$ cat src/rtl/truth_table_probe.sv
// Sequential truth-table reader for 3-input, 1-output gate circuits.
// Walks stim through 000..111, samples dut_out twice per row, and reports the 8-bit code.
module truth_table_probe #(
    parameter int unsigned SETTLE_CYCLES = 4,
    parameter int unsigned CNT_W         = 8
) (
    input  logic       clk,
    input  logic       rst_n,
    input  logic       start,
    input  logic [7:0] expected,
    input  logic       dut_out,
    output logic [2:0] stim,
    output logic       busy,
    output logic       done,
    output logic [7:0] code,
    output logic       match,
    output logic       stable
);

    localparam logic [1:0] IDLE   = 2'd0;
    localparam logic [1:0] RUN    = 2'd1;
    localparam logic [1:0] FINISH = 2'd2;

    localparam logic [CNT_W-1:0] PRE_CNT  = CNT_W'(SETTLE_CYCLES - 2);
    localparam logic [CNT_W-1:0] LAST_CNT = CNT_W'(SETTLE_CYCLES - 1);

    logic [1:0]       state, state_nxt;
    logic [2:0]       row, row_nxt;
    logic [CNT_W-1:0] cnt, cnt_nxt;
    logic             pre, pre_nxt;
    logic [7:0]       exp_q, exp_nxt;
    logic [2:0]       stim_nxt;
    logic             busy_nxt;
    logic             done_nxt;
    logic [7:0]       code_nxt;
    logic             match_nxt;
    logic             stable_nxt;

    // State and registered outputs
    always_ff @(posedge clk or negedge rst_n) begin
        if (!rst_n) begin
            state  <= IDLE;
            row    <= 3'd0;
            cnt    <= '0;
            pre    <= 1'b0;
            exp_q  <= 8'h00;
            stim   <= 3'd0;
            busy   <= 1'b0;
            done   <= 1'b0;
            code   <= 8'h00;
            match  <= 1'b0;
            stable <= 1'b0;
        end else begin
            state  <= state_nxt;
            row    <= row_nxt;
            cnt    <= cnt_nxt;
            pre    <= pre_nxt;
            exp_q  <= exp_nxt;
            stim   <= stim_nxt;
            busy   <= busy_nxt;
            done   <= done_nxt;
            code   <= code_nxt;
            match  <= match_nxt;
            stable <= stable_nxt;
        end
    end

    // Next-state and next-output logic
    always_comb begin
        state_nxt  = state;
        row_nxt    = row;
        cnt_nxt    = cnt;
        pre_nxt    = pre;
        exp_nxt    = exp_q;
        stim_nxt   = stim;
        busy_nxt   = busy;
        done_nxt   = 1'b0;
        code_nxt   = code;
        match_nxt  = match;
        stable_nxt = stable;

        case (state)
            IDLE: begin
                if (start) begin
                    state_nxt  = RUN;
                    exp_nxt    = expected;
                    row_nxt    = 3'd0;
                    stim_nxt   = 3'd0;
                    cnt_nxt    = '0;
                    code_nxt   = 8'h00;
                    stable_nxt = 1'b1;
                    busy_nxt   = 1'b1;
                end
            end

            RUN: begin
                cnt_nxt = cnt + CNT_W'(1);
                if (cnt == PRE_CNT) begin
                    pre_nxt = dut_out;
                end
                if (cnt == LAST_CNT) begin
                    // Row k lands in code[7-k]; ~row is 7-row for a 3-bit row.
                    code_nxt[~row] = dut_out;
                    if (dut_out != pre) begin
                        stable_nxt = 1'b0;
                    end
                    cnt_nxt = '0;
                    if (row == 3'd7) begin
                        state_nxt = FINISH;
                        stim_nxt  = 3'd0;
                        busy_nxt  = 1'b0;
                        done_nxt  = 1'b1;
                        match_nxt = (code_nxt == exp_q);
                    end else begin
                        row_nxt  = row + 3'd1;
                        stim_nxt = row + 3'd1;
                    end
                end
            end

            FINISH: begin
                state_nxt = IDLE;
            end

            default: begin
                state_nxt = IDLE;
            end
        endcase
    end

endmodule

$ cat config.mk
export PLATFORM = sky130hd
export DESIGN_NAME = truth_table_probe
export DESIGN_NICKNAME = d
export VERILOG_FILES = /design/src/rtl/truth_table_probe.sv
export SDC_FILE = /design/constraint.sdc
export NUM_CORES = 1
export LEC_CHECK = 0
export CORE_MARGIN = 3
export CORE_UTILIZATION = 32
export DETAILED_ROUTE_END_ITERATION = 10
export DONT_BUFFER_PORTS = 1
export GPL_ROUTABILITY_DRIVEN = 0
export GPL_TIMING_DRIVEN = 0
export PLACE_DENSITY_LB_ADDON = 0.08
export SYNTH_ARGS = -nofsm -noshare
export SYNTH_HDL_FRONTEND = slang
export SYNTH_SLANG_ARGS = --single-unit
$ cat constraint.sdc
create_clock -name clk -period 1.6 [get_ports clk]
set_input_delay 0.24 -clock clk [delete_from_list [all_inputs] [get_ports clk]]
set_output_delay 0.24 -clock clk [all_outputs]
set_load 0.05 [all_outputs]
==> run metrics <==
die area 7260 um2; Adder-Cell Fraction of Synth Area roughly 2.5%; simple-gate area share of the yosys netlist a little over a fifth; Crit path required time approximately 1800 ps; layout cells sized above 1 between 30% and 40%; mapped cell area ~2000 um2; critical path endpoint category register; WL final approximately 5.4 mm; Clock Latency Late Sink a little under 300 ps; critical setup path kind register to register; DR DRC count 0; most frequent cell after synthesis dfrtp_1; DRT Pass-1 Iters 4; Net Sw Frac between 40 and 50%; Worst Hold Class primary input to register; fin crit period 1740 ps; Setup violations, final 14; violated checks negative setup slack; CP max stage delay 460 ps; post-synthesis xor/xnor area fraction about 2.6%; MaxCap Viol Count 0; Cells after Synth roughly 200; Seq cells post-synth 37; CP startpoint kind register; CP Max Fanout 10; vias in the first global route around 1,700; Final Hold Viols 0; RSZ-0062 raised after global routing true; Clock power frac roughly an eighth; Reg clk slew, reported paths 80 ps; most frequent cells after synthesis 37 x dfrtp_1, 18 x o21ai_0, 17 x nand2_1; nets approximately 240; clock root cell clkbuf_8; routed len/inst 17.9 um; predominant post-synthesis flop cell dfrtp_1; fin crit share 109%; vias per cell between 5 and 6; Synth top area share approximately 46%; syn_nets 217; Finished Layout Cells roughly 300; sequential share of power 39.7%; Starting DRT DRC Count a little under 90; core area 5990 um2; Max H-tree Level 2; GRT Util Overall approximately 15%; status complete, but fails checks; Initial Util between 30% and 40%; total global routing overflow 0; CP max-delay cell dfrtp_2; area grow syn2layout 27.5%; Pwr Total between 0.005 and 0.006 W; Max Fclk approximately 570 MHz; largest family of logic cells by synthesized area simple AND/OR/NAND/NOR gates; Final ANT Viol Nets 0; chip width 85.2 um; Rel. slew slack 60.7%; Max Slew Vio Count 0; Synth cell types 48; Peak VDD IR approximately 0.97 mV; IO Count 27; Filler Cells Inserted ~590; sequential area share after synthesis between 40 and 50%; mean area per synthesized cell ~10 um2; Combinational Power Share 47.3%; hold_ws around 80 ps; vias about 1,600; largest net degree at the start of global routing 38; PortBufs 0; NetSw between 0.002 and 0.0025 W; number of synthesized flops with an enable pin 0; CTS tree built; Yosys Warn Count 0; Synth Area in Compound Gates roughly 16%; # clock sinks 37; Worst-Margin Slew about 580 ps; Area contributors post-synth dfrtp_1 46%, mux2_2 5.0%, o21ai_0 4.5%, nand2_1 3.2%, nor2_1 2.6%; cell internal pwr between 0.002 and 0.003 W; initial antenna violation count 0; # placed instances about 280; post-synthesis mux area share 7.54%; CTS Buf Count 5; biggest area consumer among synthesized cells dfrtp_1; Post-Route Skew between 8 and 9 ps; num rows 28; antenna cell count 0; die height 85.2 um; HPWL after DPL ~3.4 mm; clk buf depth 2; Worst EP arrival 1980 ps; Pwr Density between 1500 and 2000 nW/um2; CP Cell Sequence buf_4, nand3_1, nor3b_1, a211o_1, nor4_4, a22o_1; ys async rst share 100%; final worst setup slack -144 ps; first-pass GRT wire length just under 9 mm; leakage roughly 1.1 nW
repair_timing:
item,4_1_cts,5_1_grt
endpoints found under the setup margin,26,25
cloned,1,0
pin swaps,10,17
resized for setup,34,36
hold endpoints to repair,37,0
setup buffers,10,8
hold buffers,2,0
final cells by class:
type	count	area, um2	share of cell area, %
multi-input combinational	146	1150	44.9
sequential	37	936	36.6
buffer	9	82.6	3.23
inverter	8	30.0	1.17
timing repair buffer	20	184	7.19
clock inverter	2	10.0	0.391
tap	75	93.8	3.67
clock buffer	6	72.6	2.84
path summary, 6_finish.rpt:
check                           end  depth (start not counted)  slack [ps]   startpoint
min reg2reg                  cnt[7]                          1         490       cnt[7]
max in group asynchronous    cnt[5]                          2         980        rst_n
max                           match                          6        -140       row[1]
max reg2reg                   match                          6        -140       row[1]
min                        exp_q[3]                          2          80  expected[3]
min in group asynchronous   stim[1]                          2         410        rst_n
cell families after synthesis:
logic type,after synthesis
simple gates,73
compound gates,49
flops,37
buf+inv,18
mux,14
xor+xnor,6
fa+ha+maj,4
worst max-delay path, delay by kind of cell, from the launching register on:
kind,cells,cell delay (ps)
and+or+nand+nor,3,530
AOI/OAI and AO/OA,2,500
DFF,1,460
buffers and inverters,1,190
power groups by stage:
stage | Clock, W | Combinational, W | Sequential, W
final | 0.000654 | 0.00237 | 0.00199
after global routing | 0.000717 | 0.00260 | 0.00204
after CTS | 0.000673 | 0.00205 | 0.00196
after detailed placement | 0 | 0.00158 | 0.00199
after global placement | 0 | 0.00156 | 0.00198
after floorplan | 0 | 0.00126 | 0.00190
cell usage in the layout, fill, tap and decap left out, drive strengths merged, types with 2 or more instances in the layout:
master / Yosys / final
a21o: 4 / 4
a21oi: 4 / 4
a22o: 2 / 2
a31oi: 2 / 2
and2: 2 / 2
buf: 5 / 26
clkbuf: 5 / 8
clkinv: 0 / 2
dfrtp: 37 / 37
ha: 4 / 4
inv: 8 / 8
mux2: 9 / 9
mux2i: 5 / 5
nand2: 18 / 18
nand3: 10 / 10
nand3b: 6 / 6
nand4: 2 / 2
nor2: 14 / 14
nor2b: 2 / 2
nor3: 2 / 2
nor3b: 5 / 5
nor4: 3 / 3
o211ai: 2 / 2
o21ai: 18 / 18
o221ai: 2 / 2
o22ai: 5 / 5
o31ai: 4 / 4
xnor2: 3 / 3
xor2: 3 / 3
through the flow:
stage          utilization, %  TNS (ps)  instance area [um2]  setup slack [ps]
3_5_place_dp             35.1     -4100                 2100              -409
5_1_grt                  42.7     -2110                 2560              -213
6_report                 42.7      -670                 2560              -144
3_3_place_gp             35.1     -3720                 2100              -432
2_1_floorplan               -     -4.36                 2010             -4.36
4_1_cts                  40.0      -671                 2400              -153
state kept, by name, indices dropped and copies added (netlist names), 2 cells and up:
name / cells
exp_q: 8
row: 3
stim: 3
cnt: 8
code: 8
state: 2
layer usage:
layer | track usage [%] | part of all wire, % | vias up | routed length [um]
li1 | - | - | 781 | -
met1 | 21.6 | 48 | 814 | 2630
met2 | 22.2 | 45 | 39 | 2420
met3 | 4.08 | 4.9 | 11 | 268
met4 | 7.05 | 2.1 | 0 | 112
met5 | 0 | 0 | - | 0
No activity file was read; power rests on OpenSTA's default activity.
